==> src/rtl/keypad_pkg.sv <==
// keypad_pkg -- shared types and constants for the 4x4 keypad scanner.
//   ROWS, COLS   : keypad geometry
//   CODE_W       : width of a key code (row*4+col)
//   key_state_t  : debounce FSM states
//   frame_class_t: result of classifying one complete scan frame
//   classify_frame / lowest_key : helpers used on the frame map
package keypad_pkg;

  localparam int ROWS   = 4;
  localparam int COLS   = 4;
  localparam int KEYS   = ROWS * COLS;
  localparam int CODE_W = 4;

  typedef enum logic [1:0] {
    IDLE,
    DEBOUNCE,
    PRESSED,
    RELEASE
  } key_state_t;

  typedef enum logic [1:0] {
    NONE,
    SINGLE,
    MULTI
  } frame_class_t;

  function automatic frame_class_t classify_frame(input logic [KEYS-1:0] map);
    logic [4:0] ones;
    ones = '0;
    for (int i = 0; i < KEYS; i++) begin
      ones = ones + {4'b0000, map[i]};
    end
    if (ones == 5'd0) begin
      return NONE;
    end else if (ones == 5'd1) begin
      return SINGLE;
    end
    return MULTI;
  endfunction

  // Only meaningful when the map holds exactly one key.
  function automatic logic [CODE_W-1:0] lowest_key(input logic [KEYS-1:0] map);
    logic [CODE_W-1:0] code;
    code = '0;
    for (int i = KEYS - 1; i >= 0; i--) begin
      if (map[i]) begin
        code = CODE_W'(i);
      end
    end
    return code;
  endfunction

endpackage

==> src/rtl/keypad_debounce.sv <==
// keypad_debounce -- frame-level debounce FSM for the keypad scanner.
// Evaluated once per scan frame; turns the per-frame classification into
// accepted key events.
// Optional feature: define KEYPAD_SCAN_REPEAT_EN to re-pulse key_valid every
// REPEAT_FRAMES frames while a key stays in PRESSED.
// Ports:
//   clk, rst     : clock, synchronous active-low reset
//   frame_end    : one-cycle strobe on the last cycle of each frame
//   frame_class  : NONE / SINGLE / MULTI for the frame just completed
//   frame_code   : key code of the frame when SINGLE
//   key_code     : last accepted key
//   key_valid    : one-cycle strobe per accepted key (and per repeat)
//   key_held     : high from acceptance until release is debounced
module keypad_debounce
  import keypad_pkg::*;
#(
  parameter int DEBOUNCE_FRAMES = 4,
  parameter int REPEAT_FRAMES   = 64
) (
  input  logic              clk,
  input  logic              rst,
  input  logic              frame_end,
  input  frame_class_t      frame_class,
  input  logic [CODE_W-1:0] frame_code,
  output logic [CODE_W-1:0] key_code,
  output logic              key_valid,
  output logic              key_held
);

  localparam logic [3:0] DEB_LAST = 4'(DEBOUNCE_FRAMES);

  key_state_t        state_q, state_d;
  logic [3:0]        cnt_q, cnt_d;
  logic [CODE_W-1:0] cand_q, cand_d;
  logic [CODE_W-1:0] code_q, code_d;
  logic              valid_q, valid_d;

`ifdef KEYPAD_SCAN_REPEAT_EN
  localparam int REP_W = $clog2(REPEAT_FRAMES + 1);
  localparam logic [REP_W-1:0] REP_LAST = REP_W'(REPEAT_FRAMES - 1);
  logic [REP_W-1:0] rep_q, rep_d;
`else
  logic unused_repeat_cfg;
  assign unused_repeat_cfg = (REPEAT_FRAMES > 0);
`endif

  always_ff @(posedge clk) begin
    if (!rst) begin
      state_q <= IDLE;
      cnt_q   <= '0;
      cand_q  <= '0;
      code_q  <= '0;
      valid_q <= 1'b0;
`ifdef KEYPAD_SCAN_REPEAT_EN
      rep_q   <= '0;
`endif
    end else begin
      state_q <= state_d;
      cnt_q   <= cnt_d;
      cand_q  <= cand_d;
      code_q  <= code_d;
      valid_q <= valid_d;
`ifdef KEYPAD_SCAN_REPEAT_EN
      rep_q   <= rep_d;
`endif
    end
  end

  // cnt_q counts matching frames in DEBOUNCE and empty frames in RELEASE.
  always_comb begin
    state_d = state_q;
    cnt_d   = cnt_q;
    cand_d  = cand_q;
    code_d  = code_q;
    valid_d = 1'b0;
`ifdef KEYPAD_SCAN_REPEAT_EN
    rep_d   = rep_q;
`endif
    if (frame_end) begin
      case (state_q)
        IDLE: begin
          if (frame_class == SINGLE) begin
            state_d = DEBOUNCE;
            cand_d  = frame_code;
            cnt_d   = 4'd1;
          end
        end
        DEBOUNCE: begin
          if (frame_class == SINGLE) begin
            if (frame_code != cand_q) begin
              cand_d = frame_code;
              cnt_d  = 4'd1;
            end else if (cnt_q + 4'd1 == DEB_LAST) begin
              state_d = PRESSED;
              code_d  = cand_q;
              valid_d = 1'b1;
              cnt_d   = '0;
`ifdef KEYPAD_SCAN_REPEAT_EN
              rep_d   = '0;
`endif
            end else begin
              cnt_d = cnt_q + 4'd1;
            end
          end else begin
            state_d = IDLE;
            cnt_d   = '0;
          end
        end
        PRESSED: begin
          // Any non-empty frame keeps the key; a new key needs a full release.
          if (frame_class == NONE) begin
            state_d = RELEASE;
            cnt_d   = 4'd1;
          end else begin
`ifdef KEYPAD_SCAN_REPEAT_EN
            if (rep_q == REP_LAST) begin
              rep_d   = '0;
              valid_d = 1'b1;
            end else begin
              rep_d = rep_q + REP_W'(1);
            end
`endif
          end
        end
        RELEASE: begin
          if (frame_class != NONE) begin
            state_d = PRESSED;
            cnt_d   = '0;
`ifdef KEYPAD_SCAN_REPEAT_EN
            rep_d   = '0;
`endif
          end else if (cnt_q + 4'd1 == DEB_LAST) begin
            state_d = IDLE;
            cnt_d   = '0;
          end else begin
            cnt_d = cnt_q + 4'd1;
          end
        end
        default: begin
          state_d = IDLE;
          cnt_d   = '0;
        end
      endcase
    end
  end

  always_comb begin
    key_code  = code_q;
    key_valid = valid_q;
    key_held  = (state_q == PRESSED) || (state_q == RELEASE);
  end

endmodule

==> src/rtl/keypad_scan.sv <==
// keypad_scan -- 4x4 matrix keypad scanner with debounce.
// Rows are driven one at a time (active-low); columns are synchronized,
// sampled at the end of each row dwell and collected into a per-frame map
// that is classified and handed to keypad_debounce.
// Optional feature: define KEYPAD_SCAN_REPEAT_EN for auto-repeat.
// Ports:
//   clk       : system clock
//   rst       : synchronous active-low reset
//   col_n     : column sense, active-low, asynchronous
//   row_n     : row drive, active-low one-hot
//   key_code  : accepted key, row*4+col
//   key_valid : one-cycle strobe per accepted key event
//   key_held  : high while an accepted key remains pressed
module keypad_scan
  import keypad_pkg::*;
#(
  parameter int SCAN_DIV_W      = 8,
  parameter int DEBOUNCE_FRAMES = 4,
  parameter int REPEAT_FRAMES   = 64
) (
  input  logic              clk,
  input  logic              rst,
  input  logic [COLS-1:0]   col_n,
  output logic [ROWS-1:0]   row_n,
  output logic [CODE_W-1:0] key_code,
  output logic              key_valid,
  output logic              key_held
);

  localparam int DIV_W = SCAN_DIV_W + 2;

  logic [COLS-1:0]   col_meta, col_sync;
  logic [DIV_W-1:0]  div_q;
  logic [1:0]        row_sel;
  logic              dwell_end;
  logic              frame_end;
  logic [KEYS-1:0]   row_hits;
  logic [KEYS-1:0]   frame_q, frame_now;
  frame_class_t      frame_class;
  logic [CODE_W-1:0] frame_code;

  always_ff @(posedge clk) begin
    if (!rst) begin
      col_meta <= '1;
      col_sync <= '1;
      div_q    <= '0;
      frame_q  <= '0;
    end else begin
      col_meta <= col_n;
      col_sync <= col_meta;
      div_q    <= div_q + DIV_W'(1);
      frame_q  <= frame_end ? '0 : frame_now;
    end
  end

  // The row-3 sample lands in the same cycle the frame is classified, so the
  // classifier looks at the map with the current sample already merged in.
  always_comb begin
    row_sel   = div_q[DIV_W-1 -: 2];
    dwell_end = &div_q[SCAN_DIV_W-1:0];
    frame_end = dwell_end && (row_sel == 2'd3);
    row_hits  = {{(KEYS-COLS){1'b0}}, ~col_sync} << {row_sel, 2'b00};
    frame_now = frame_q | (dwell_end ? row_hits : '0);
    row_n     = ~(4'b0001 << row_sel);
  end

  always_comb begin
    frame_class = classify_frame(frame_now);
    frame_code  = lowest_key(frame_now);
  end

  keypad_debounce #(
    .DEBOUNCE_FRAMES(DEBOUNCE_FRAMES),
    .REPEAT_FRAMES  (REPEAT_FRAMES)
  ) u_debounce (
    .clk        (clk),
    .rst        (rst),
    .frame_end  (frame_end),
    .frame_class(frame_class),
    .frame_code (frame_code),
    .key_code   (key_code),
    .key_valid  (key_valid),
    .key_held   (key_held)
  );

endmodule

==> config.mk <==
export PLATFORM = sky130hd
export DESIGN_NAME = keypad_scan
export DESIGN_NICKNAME = d
export VERILOG_FILES = /design/src/rtl/keypad_pkg.sv /design/src/rtl/keypad_debounce.sv /design/src/rtl/keypad_scan.sv
export SDC_FILE = /design/constraint.sdc
export NUM_CORES = 1
export LEC_CHECK = 0
export ABC_CLOCK_PERIOD_IN_PS = 8700
export CORE_MARGIN = 1.5
export CORE_UTILIZATION = 30
export DETAILED_ROUTE_END_ITERATION = 10
export PLACE_DENSITY = 0.48
export SLEW_MARGIN = 40
export SYNTH_ARGS = -nofsm -noshare
export SYNTH_HDL_FRONTEND = slang
export SYNTH_SLANG_ARGS = --single-unit
==> constraint.sdc <==
create_clock -name clk -period 8.7 [get_ports clk]
set_clock_uncertainty 0.05 [all_clocks]
set_input_delay 1.74 -clock clk [delete_from_list [all_inputs] [get_ports clk]]
set_output_delay 1.74 -clock clk [all_outputs]
set_load 0.02 [all_outputs]
# Yosys cells after proc, flatten, opt, wreduce, memory -nomap -nowiden

Index checks and enable logic that the tools add are counted.

Register bits after elaboration: 49
Latch bits: 0
Bits in writable memories: 0
Memory bits (read-only): 0
Output and inout port bits: 10
Word-level logic and storage cells: 107
Memories: 0

Add/subtract/negate cells: 17
$mul: 0
Div/mod/pow operators: 0
Magnitude comparators: 0
Equality and inequality tests: 15
Shift operators: 2
Mux-type cells: 42
Bitwise logic cells: 8
Reduce and logical (&&, ||, !) cells: 14

Operator list:

| kind                  | count |
|---|---|
| $mux 4                | 25 |
| $add 5x1->5           | 11 |
| $mux 2                | 10 |
| $mux 16               | 1 |
| $or 16x16->16         | 1 |
| $pmux 4 s4            | 1 |
| $shl 4x4->16          | 1 |
| $add 10x1->10 const B | 1 |
| $reduce_and 5->1      | 2 |
| $ne 2x1->1 const B    | 4 |
| $not 4->4             | 2 |
| $pmux 2 s4            | 1 |
| $pmux 4 s2            | 1 |
| $reduce_and 8->1      | 1 |
| $eq 2x2->1 const B    | 3 |
| $ne 3x3->1 const B    | 2 |
| $reduce_and 6->1      | 1 |
| $add 4x1->5           | 1 |
| $eq 5x1->1 const B    | 1 |
| $logic_not 5->1       | 1 |
| $not 1->1             | 5 |
| $reduce_or 5->1       | 1 |
| $add 3x1->4           | 1 |
| $add 4x1->4 const B   | 1 |
| 14 further kinds      | 19 |

# Longest topological paths before layout

Gate-level depths: netlist (run 1).

Word-level depth: 26
Depth in mapped cells: 23

# Cells and area by module

Synthesis (run 1) repeated with hierarchy kept, for this count alone.

Cell total of the unflattened synthesis: 287
Area total of the unflattened synthesis: 2690.1 um2

Modules (own cells, without submodules):

| module          | instances | cells an instance | area each (um2) | seq. area each (um2) |
|---|---|---|---|---|
| keypad_scan     | 1         | 200               | 1914.3          | 680.7 |
| keypad_debounce | 1         | 87                | 775.7           | 300.3 |

# Worst setup path after synthesis (run 1)

OpenSTA, ideal clock, no wires.

Path type: reg2reg
From: register div_q[0]
To: register u_debounce.code_q[0], in the netlist u_debounce.key_code[0]
Data arrival time: 5.706 ns
Slack: 2.873 ns
Cell stages (with the launch flop): 23
Cells stage by stage: dfxtp_1 ha_1 and3_1 clkbuf_1 buf_2 a41oi_1 inv_1 fa_1 inv_1 fa_1 fa_1 inv_1 fa_1 ha_1 inv_1 fa_1 a2111oi_0 a21oi_1 nor4b_1 nand2_1 nor3_1 nand3_1 a21oi_1

RTL lines:

| what                                  | RTL line              | text |
|---|---|---|
| start, declared                       | keypad_scan.sv:33     | `logic [DIV_W-1:0] div_q;` |
| start signal, assigned                | keypad_scan.sv:51     | `div_q <= div_q + DIV_W'(1);` |
| $reduce_and 8->1 (*)                  | keypad_scan.sv:60     | `dwell_end = &div_q[SCAN_DIV_W-1:0];` |
| $mux 16 (*)                           | keypad_scan.sv:63     | `frame_now = frame_q \| (dwell_end ? row_hits : '0);` |
| $or 16x16->16 (*)                     | keypad_scan.sv:63     |  |
| net frame_now[5]                      | keypad_scan.sv:38     | `logic [KEYS-1:0] frame_q, frame_now;` |
| $add 5x1->5 (11 in series)            | keypad_pkg.sv:31      | `ones = ones + {4'b0000, map[i]};` |
| $eq 5x1->1                            | keypad_pkg.sv:35      | `end else if (ones == 5'd1) begin` |
| $mux 1                                | keypad_pkg.sv:35      |  |
| $mux 1                                | keypad_pkg.sv:33      | `if (ones == 5'd0) begin` |
| $mux 2                                | keypad_pkg.sv:38      | `return MULTI;` |
| $eq 2x1->1                            | keypad_debounce.sv:89 | `if (frame_class == SINGLE) begin` |
| $reduce_and 5->1 (no source line) (*) | -                     |  |
| end signal, assigned                  | keypad_debounce.sv:61 | `code_q <= code_d;` |
| end, declared                         | keypad_debounce.sv:35 | `logic [CODE_W-1:0] code_q, code_d;` |

The timed path passes the listed nets; every way through them passes the cells marked *.
A chain may end at the register's enable or synchronous reset.

# Worst setup path in the final report (run 1)

From: register div_q[0]
To: register u_debounce.code_q[3], in the netlist u_debounce.key_code[3]

Longest elaborated chain between the ends: 24

Ends and longest elaborated chain:

| what                                  | RTL line |
|---|---|
| $reduce_and 8->1 (*)                  | keypad_scan.sv:60 |
| $mux 16                               | keypad_scan.sv:63 |
| $or 16x16->16                         | keypad_scan.sv:63 |
| $add 1x1->2                           | keypad_pkg.sv:31 |
| $add 2x1->3                           | keypad_pkg.sv:31 |
| $add 3x1->4                           | keypad_pkg.sv:31 |
| $add 4x1->5                           | keypad_pkg.sv:31 |
| $add 5x1->5 (11 in series)            | keypad_pkg.sv:31 |
| $eq 5x1->1                            | keypad_pkg.sv:35 |
| $mux 1                                | keypad_pkg.sv:35 |
| $mux 1                                | keypad_pkg.sv:33 |
| $mux 2                                | keypad_pkg.sv:38 |
| $eq 2x1->1                            | keypad_debounce.sv:89 |
| $reduce_and 5->1 (no source line) (*) | - |

Every way passes the cells marked *; elsewhere a longest branch is shown, timed or not.

==> results.toml, run 1 <==
[route]
drcViolationCount = 0
drt_iter0_drc = 96
route.vias.total = 2328
wl_per_cell_um = 14.9
drtPass1Iterations = 4
viasPerCell = 5.21
drtAntennaViolNets = 0
routed_wl_um = 6650

[power_and_ir_drop]
cellPowerDensity_nw_per_um2 = 133
p_leak_uw = 0.00129
ir_worst_vdd_mv = 0.0629

[global_route]
use_met1 = 0.205
antenna_found_initial = 0
met2_usage = 0.244
grt_use_met3 = 0.0232
overflow = 0
grt_pass1_vias = 2327
grt_start_max_net_pins = 24
grt.busiest_layer = "met2"
grt_pass1_wl_um = 11600
grtUsageTotal = 0.149

[sta]
grt_setup_unrepaired = "false"
finalMaxSlewViolations = 0
finalSetupViolCount = 0
tightest_slew_ps = 702
finalCritPeriodShare = 0.778
period_minus_slack_ps = 6770
max_freq_mhz = 148
worst_hold_slack_ps = 366
finalHoldViolations = 0
final.setup.tns_ps = 0
max-slew-margin-rel = 0.531

[clock_tree]
clk_latency_ps = 310
ctsResizeCount = 0
clk_path_buf_depth = 2
numCtsBuffers = 5
clockRootBuffer = "clkbuf_8"
cts_tree = "yes"
clk_pin_slew_ps = 100
cts_setup_buffers = 0
cts.sinks = 49
cts_htree_levels = 2
ctsHoldBuffers = 0

[floorplanning]
ios = 16
die_height_um = 99.6
die_w_um = 99.6
start_util = 0.306
rows = 35
core_um2 = 9150
fp.dieArea_um2 = 9920

[outcome]
status = "complete, no violations"

[finish]
fin_nets = 359
area_growth_pct = 12.4
drive_gt1_frac = 0.0625
diodes = 0
nFillCells = 931
register_area_um2 = 981
multi_input_area_um2 = 1640

[setup_path]
crit_type = "reg -> reg"
cp.required_ps = 8880
cp-end-kind = "flop"
crit_path_start_kind = "flop"
crit_fanout = 13
critical_path_arrival_ps = 6950

[yosys]
yosysTopAreaCell = "dfxtp_1"
synth_edf_count = 0
yosys-top-cells-count = "dfxtp_1, nor2_1, inv_1"
yosys_register_bits = 49
async_flop_share = 0
synth_area_per_cell_um2 = 8.61
seq_area_frac_synth = 0.350
syn_inst = 325
syn_nets = 349
synth_top_flop_cell = "dfxtp_1"
ys.warnings.count = 0
synth_most_common_cell = "dfxtp_1"
syn-cell-area_um2 = 2800
synthTopCellsByArea = "dfxtp_1, fa_1, nor2_1"
synth_cell_types = 56
synth_top_area_share = 0.350

[place]
io_buffer_count = 15
hpwl_um = 5060
place_congestion = 0.849

[min_path]
hp-class = "reg -> reg"

[job]
drv_cap = 0
worst paths after layout:
kind | startpoint | cells after the start | endpoint | slack, ps
worst min register to register | col_meta[0] | 1 | col_sync[0] | 370
worst max-delay path | div_q[0] | 20 | u_debounce.key_code[3] | 1930
worst min-delay path | col_meta[0] | 1 | col_sync[0] | 370
worst max register to register | div_q[0] | 20 | u_debounce.key_code[3] | 1930
power by group:
part	internal (µW)	total, µW	leakage [µW]	switching (µW)
Sequential	227	229	0.000397	2.21
Combinational	4.90	12.5	0.000837	7.55
Clock	93.6	177	0.0000574	83.1
Total	326	418	0.00129	92.9
worst max-delay path: stages, from the launching register on:
cell	delay, ps
dfxtp_1	370
ha_1	210
nand3_1	440
nor2_1	490
a31o_2	260
inv_1	90
fa_1	520
fa_1	520
fa_1	540
inv_1	50
fa_1	540
ha_1	170
inv_1	60
fa_1	370
a2111oi_0	350
a21oi_1	70
nor4b_1	480
nand2_1	260
nor3_1	530
nand3_1	140
a21oi_1	160
final cells by class:
type	instances	area share
Sequential cell	49	0.312
Multi-Input combinational cell	234	0.521
Inverter	29	0.0346
Clock inverter	2	0.0119
Clock buffer	6	0.0262
Tap cell	111	0.0441
Timing Repair Buffer	16	0.0501
routing by layer:
layer  vias to the layer above  part of all wire
met4                         0             0.011
met3                         8             0.031
met2                        48              0.45
met1                      1101              0.50
li1                       1171                 -
met5                         -                 0
per-stage QoR:
stage	setup WS, ps	cells	utilization	total power [µW]	cell area [µm²]
5_1_grt	1320	447	0.344	434	3150
2_1_floorplan	2870	325	-	241	2800
3_5_place_dp	1960	439	0.331	247	3030
6_report	1930	447	0.344	418	3150
4_1_cts	1900	447	0.344	423	3150
3_3_place_gp	2210	439	0.331	247	3030
cells in the final DEF (no fill, tap or decap), types with 2 or more instances in the layout:
cell type and count:
nor3_1 7, xnor2_1 5, a41oi_1 8, nand2b_1 8
and4_1 2, o41ai_1 3, clkdlybuf4s50_1 15, ha_1 8
xor2_1 5, inv_1 29, fa_1 10, nand4_1 5
o211ai_1 4, a21oi_1 11, o31ai_1 2, mux2i_1 4
nor2_1 42, a311oi_1 2, clkbuf_8 6, a31oi_1 6
nand2_1 26, and2_1 7, nand3_1 15, nor2b_1 2
dfxtp_1 49, o21ai_0 9, and3_1 8, and2b_1 2
a32oi_1 2, a31o_2 2, nor4_1 6
sequential cells by signal, summed over array words and instances (netlist names):
name	count
div_q	10
u_debounce.key_valid	1
frame_q	16
u_debounce.cand_q	4
u_debounce.state_q	2
u_debounce.cnt_q	4
u_debounce.key_code	4
col_meta	4
col_sync	4
kinds of logic (layout without fill, tap and decap cells):
logic type | after synthesis | in the layout | share of synthesized area
xor gates and xnor gates | 10 | 10 | 0.0313
muxes | 5 | 5 | 0.0183
DFF | 49 | 49 | 0.350
adders and majority gates | 18 | 18 | 0.107
and+or+nand+nor | 137 | 137 | 0.245
buffers and inverters | 42 | 53 | 0.0635
AOI/OAI and AO/OA | 64 | 64 | 0.184
Power figures use the tool's default switching activity.
==> run 2, diff against run 1 <==
--- a/config.mk
+++ b/config.mk
@@ -5,7 +5,7 @@
 export SDC_FILE = /design/constraint.sdc
 export NUM_CORES = 1
 export LEC_CHECK = 0
-export ABC_CLOCK_PERIOD_IN_PS = 8700
+export ABC_CLOCK_PERIOD_IN_PS = 6800
 export CORE_MARGIN = 1.5
 export CORE_UTILIZATION = 30
 export DETAILED_ROUTE_END_ITERATION = 10
==> constraint.sdc (replaced) <==
create_clock -name clk -period 6.8 [get_ports clk]
set_clock_uncertainty 0.05 [all_clocks]
set_input_delay 1.36 -clock clk [delete_from_list [all_inputs] [get_ports clk]]
set_output_delay 1.36 -clock clk [all_outputs]
set_load 0.02 [all_outputs]
==> results.toml, run 2 (same netlist as run 1, synthesis figures left out) <==
[route]
route.met2.wl_um = 3210
routed_wl_um = 6960
drcViolationCount = 0
wl_met1_um = 3520
wl_met3_um = 163
top_layer_used = "met4"
wl_per_cell_um = 15.5
drt_iter0_drc = 153
route.vias.total = 2345
drtAntennaViolNets = 0
viasPerCell = 5.23
drtPass1Iterations = 4

[clock_tree]
clockRootBuffer = "clkbuf_8"
cts.sinks = 49
cts_setup_buffers = 0
ctsHoldBuffers = 0
clk_pin_slew_ps = 90
clk_latency_ps = 310
cts_htree_levels = 2
cts_tree = "yes"
numCtsBuffers = 5
clk_path_buf_depth = 2
ctsResizeCount = 0

[place]
placed_area_um2 = 3040
place_congestion = 0.839
io_buffer_count = 15
dp_cells = 441
hpwl_um = 5200

[finish]
multi_input_area_um2 = 1650
nFillCells = 961
final_common_cell = "dfxtp_1"
final_cell_mix = "dfxtp_1, nor2_1, inv_1"
largestRegisters = "frame_q: 16 flops, div_q: 10 flops"
regMostFlops = "frame_q"
largest_register_ffs = 16
instances_no_fill = 448
fin_area_um2 = 3150
drive_gt1_frac = 0.0742
diodes = 0
fin_nets = 361
fin_util = 0.344
area_growth_pct = 12.6
register_area_um2 = 981

[floorplanning]
start_util = 0.306
ios = 16
core_um2 = 9150
fp.dieArea_um2 = 9920
die_w_um = 99.6
rows = 35
die_height_um = 99.6

[setup_path]
r2r-start = "div_q[0]"
reg2regPathDepth = 21
rrSetupSlack_ps = 690
slowest_stage = "fa_1"
cp-end-kind = "flop"
cp.required_ps = 6910
crit_chain = "ha_1 -> and3_1 -> a41oi_1 -> inv_1 -> fa_1 -> inv_1 -> fa_1 -> fa_1 -> inv_1 -> fa_1 -> ha_1 -> inv_1 -> fa_1 -> a2111oi_0 -> a21oi_1 -> nor4b_2 -> nand2_1 -> nor3_1 -> nand3_1 -> nand2_1 -> a21oi_1"
crit_fanout = 15
critical_path_arrival_ps = 6220
crit_type = "reg -> reg"
crit_path_start_kind = "flop"
worst_path_most_repeated_cell = "fa_1"
reg2reg_to = "u_debounce.key_code[2]"
slowest_delay_ps = 540

[global_route]
grt_start_max_net_pins = 24
grt_pass1_wl_um = 11700
grtUsageTotal = 0.152
antenna_found_initial = 0
grt_pass1_vias = 2275
overflow = 0

[sta]
max-slew-margin-rel = 0.456
finalSetupViolCount = 0
period_minus_slack_ps = 6110
max_freq_mhz = 164
grt_setup_unrepaired = "false"
tightest_slew_ps = 815
finalHoldViolations = 0
finalMaxSlewViolations = 0
final.setup.tns_ps = 0
finalCritPeriodShare = 0.898

[min_path]
min_path_cells = 1
hp-start = "col_meta[3]"
hp-class = "reg -> reg"
whs_endpoint = "col_sync[3]"

[power_and_ir_drop]
ir_worst_vdd_mv = 0.0808
cellPowerDensity_nw_per_um2 = 164
p_leak_uw = 0.00130

[outcome]
status = "complete, no violations"

[job]
drv_cap = 0
==> run 2: changes by cell type in the layout (fill, tap and decap cells not counted), sizes merged <==
cell,previous run,this run
clkinvlp,1,0
clkdlybuf4s50,15,14
clkbuf,6,5
clkinv,0,1
buf,1,4
==> run 2: worst max-delay path by stage <==
stage	endpoint	slack, ps	depth (start not counted)	startpoint
global route	u_debounce.key_code[2]	90	21	div_q[0]
global placement	u_debounce.key_code[3]	570	20	div_q[0]
CTS	u_debounce.key_code[0]	320	20	div_q[0]
floorplan	u_debounce.key_code[0]	970	22	div_q[0]
detailed placement	u_debounce.key_code[0]	350	20	div_q[0]
finish	u_debounce.key_code[2]	690	21	div_q[0]
==> run 2: power breakdown <==
group,total [µW],switching (µW),leakage (µW),internal [µW]
Clock,207,100,0.0000540,107
Sequential,293,2.74,0.000397,290
Combinational,15.9,10.3,0.000848,5.60
Total,516,113,0.00130,403
==> run 2: layout make-up <==
cell class,instances,area share
multi-input combinational,234,0.524
clock buffer,5,0.0218
timing repair buffer,18,0.0532
inverter,29,0.0345
sequential,49,0.311
tap,111,0.0441
clock inverter,2,0.0111
==> run 2: critical path, delay by kind of cell (launching register included) <==
kind	cells	cell delay, ps
AND/OR/NAND/NOR	6	1480
flip-flops	1	340
AO/OA/AOI/OAI	4	970
adder cells (fa/ha/maj)	7	2850
buffers and inverters	4	270
==> run 2: layer usage <==
layer  track usage  vias up
li1              -     1174
met1         0.213     1133
met2         0.243       32
met3        0.0246        6
met4        0.0423        0
met5             0        -
==> run 2: through the flow <==
stage	power [µW]	hold WS, ps	setup WS (ps)
after global placement	316	338	571
after floorplan	309	336	973
after CTS	527	368	322
after detailed placement	316	346	348
after global routing	542	393	94.2
final	516	364	694
==> run 3, diff against run 2 <==
--- a/config.mk
+++ b/config.mk
@@ -7,9 +7,9 @@
 export LEC_CHECK = 0
 export ABC_CLOCK_PERIOD_IN_PS = 6800
 export CORE_MARGIN = 1.5
-export CORE_UTILIZATION = 30
+export CORE_UTILIZATION = 59
 export DETAILED_ROUTE_END_ITERATION = 10
-export PLACE_DENSITY = 0.48
+export PLACE_DENSITY = 0.81
 export SLEW_MARGIN = 40
 export SYNTH_ARGS = -nofsm -noshare
 export SYNTH_HDL_FRONTEND = slang
==> results.toml, run 3 (same netlist as run 1, synthesis figures left out) <==
[setup_path]
cp-end-kind = "flop"
crit_fanout = 15
critical_path_arrival_ps = 6340
crit_path_start_kind = "flop"
cp.required_ps = 6920
reg2regPathDepth = 19
crit_type = "reg -> reg"

[sta]
final.setup.tns_ps = 0
grt_setup_unrepaired = "false"
max-slew-margin-rel = 0.555
finalHoldViolations = 0
finalSetupViolCount = 0
finalMaxSlewViolations = 0
tightest_slew_ps = 667
max_freq_mhz = 161
period_minus_slack_ps = 6220
finalCritPeriodShare = 0.915

[finish]
fin_area_um2 = 3050
final_common_cell = "dfxtp_1"
largestRegisters = "frame_q: 16 flops, div_q: 10 flops"
drive_gt1_frac = 0.0712
area_growth_pct = 8.99
final_cell_mix = "dfxtp_1, nor2_1, inv_1"
fin_nets = 360
diodes = 0
nFillCells = 364
largest_register_ffs = 16
regMostFlops = "frame_q"

[clock_tree]
clockRootBuffer = "clkbuf_8"
clk_path_buf_depth = 2
cts_htree_levels = 2
cts_tree = "yes"
ctsHoldBuffers = 0
clk_pin_slew_ps = 90
numCtsBuffers = 5
clk_latency_ps = 300
cts.sinks = 49

[place]
place_congestion = 0.994
hpwl_um = 4710
placed_area_um2 = 2960
io_buffer_count = 15

[route]
viasPerCell = 6.30
drt_iter0_drc = 346
routed_wl_um = 6230
drtPass1Iterations = 5
wl_per_cell_um = 16.0
drtAntennaViolNets = 0
drcViolationCount = 0
route.vias.total = 2451

[floorplanning]
die_height_um = 71.9
die_w_um = 71.9
fp.dieArea_um2 = 5170
ios = 16
core_um2 = 4440
rows = 24
start_util = 0.630

[min_path]
min_path_cells = 1
hp-class = "reg -> reg"

[power_and_ir_drop]
ir_worst_vdd_mv = 0.123
cellPowerDensity_nw_per_um2 = 156
power.net_switching_uw = 108
pwr-share-seq = 0.617
intPower_uw = 367
p_leak_uw = 0.00128
clock_power_share = 0.351
sw_frac_of_total = 0.227
power_frac_comb = 0.032

[outcome]
status = "complete, no violations"

[global_route]
grt_start_max_net_pins = 24
grt_pass1_vias = 2275
overflow = 0
grt_pass1_wl_um = 11000
antenna_found_initial = 0
grtUsageTotal = 0.273

[job]
drv_cap = 0
[run 3: cell count changes in the layout (fill, tap and decap cells not counted)]
cell       previous run  this run
bufinv_16             1         0
buf_4                 3         2
a41oi_1               8         7
a41oi_2               0         1
nor4b_1               0         1
nor4b_2               1         0
clkinv_2              1         2
clkbuf_1              0         1
[run 3: layout make-up]
| type | instances | area, µm² | share of cell area |
|---|---|---|---|
| timing repair buffer | 17 | 160 | 0.0525 |
| clock inverter | 2 | 10.0 | 0.00328 |
| tap | 52 | 65.1 | 0.0213 |
| sequential | 49 | 981 | 0.322 |
| inverter | 29 | 109 | 0.0357 |
| clock buffer | 6 | 72.6 | 0.0238 |
| multi-input combinational | 234 | 1650 | 0.542 |
[run 3: final timing paths]
| check | start | slack [ps] | endpoint |
|---|---|---|---|
| setup reg to reg | div_q[0] | 580 | u_debounce.key_code[3] |
| setup / recovery | div_q[0] | 580 | u_debounce.key_code[3] |
| hold / removal | col_meta[1] | 360 | col_sync[1] |
| hold reg to reg | col_meta[1] | 360 | col_sync[1] |
[run 3: through the flow]
step,power [µW],hold slack (ps),setup WS (ps),instances,util
after floorplan,309,336,973,325,-
after CTS,478,367,487,389,0.685
after global routing,494,394,12.7,389,0.686
after detailed placement,315,346,521,381,0.666
after global placement,315,338,742,381,0.666
final,475,365,577,389,0.686
[run 3: worst max-delay path: stages (launching register included)]
cell       delay, ps
dfxtp_1          330
ha_1             230
and3_1           400
a41oi_1          560
fa_1             570
fa_1             530
fa_1             540
inv_1             50
fa_1             530
ha_1             160
inv_1             50
fa_1             370
a2111oi_0        360
a21oi_1           80
nor4b_1          440
nand2_1          260
nor3_1           230
nand3_1          180
nand2_1          120
a21oi_1           60
[run 3: power groups by stage]
stage               Sequential, µW  Combinational [µW]  Clock, µW
floorplan                      299                9.98          0
global placement               300                15.0          0
detailed placement             300                15.3          0
CTS                            293                15.4        170
global route                   294                17.2        183
finish                         293                15.2        167
[run 3: repair_timing]
action,in CTS,in global routing
setup buffers,0,0
endpoints found under the setup margin,0,4
resized for setup,0,2
[run 3: per-layer routing]
metal	vias to the layer above	global-route usage	part of all wire
met5	-	0	0
met4	0	0.0755	0.015
met3	12	0.0478	0.058
met2	95	0.429	0.46
met1	1164	0.388	0.46
li1	1180	-	-
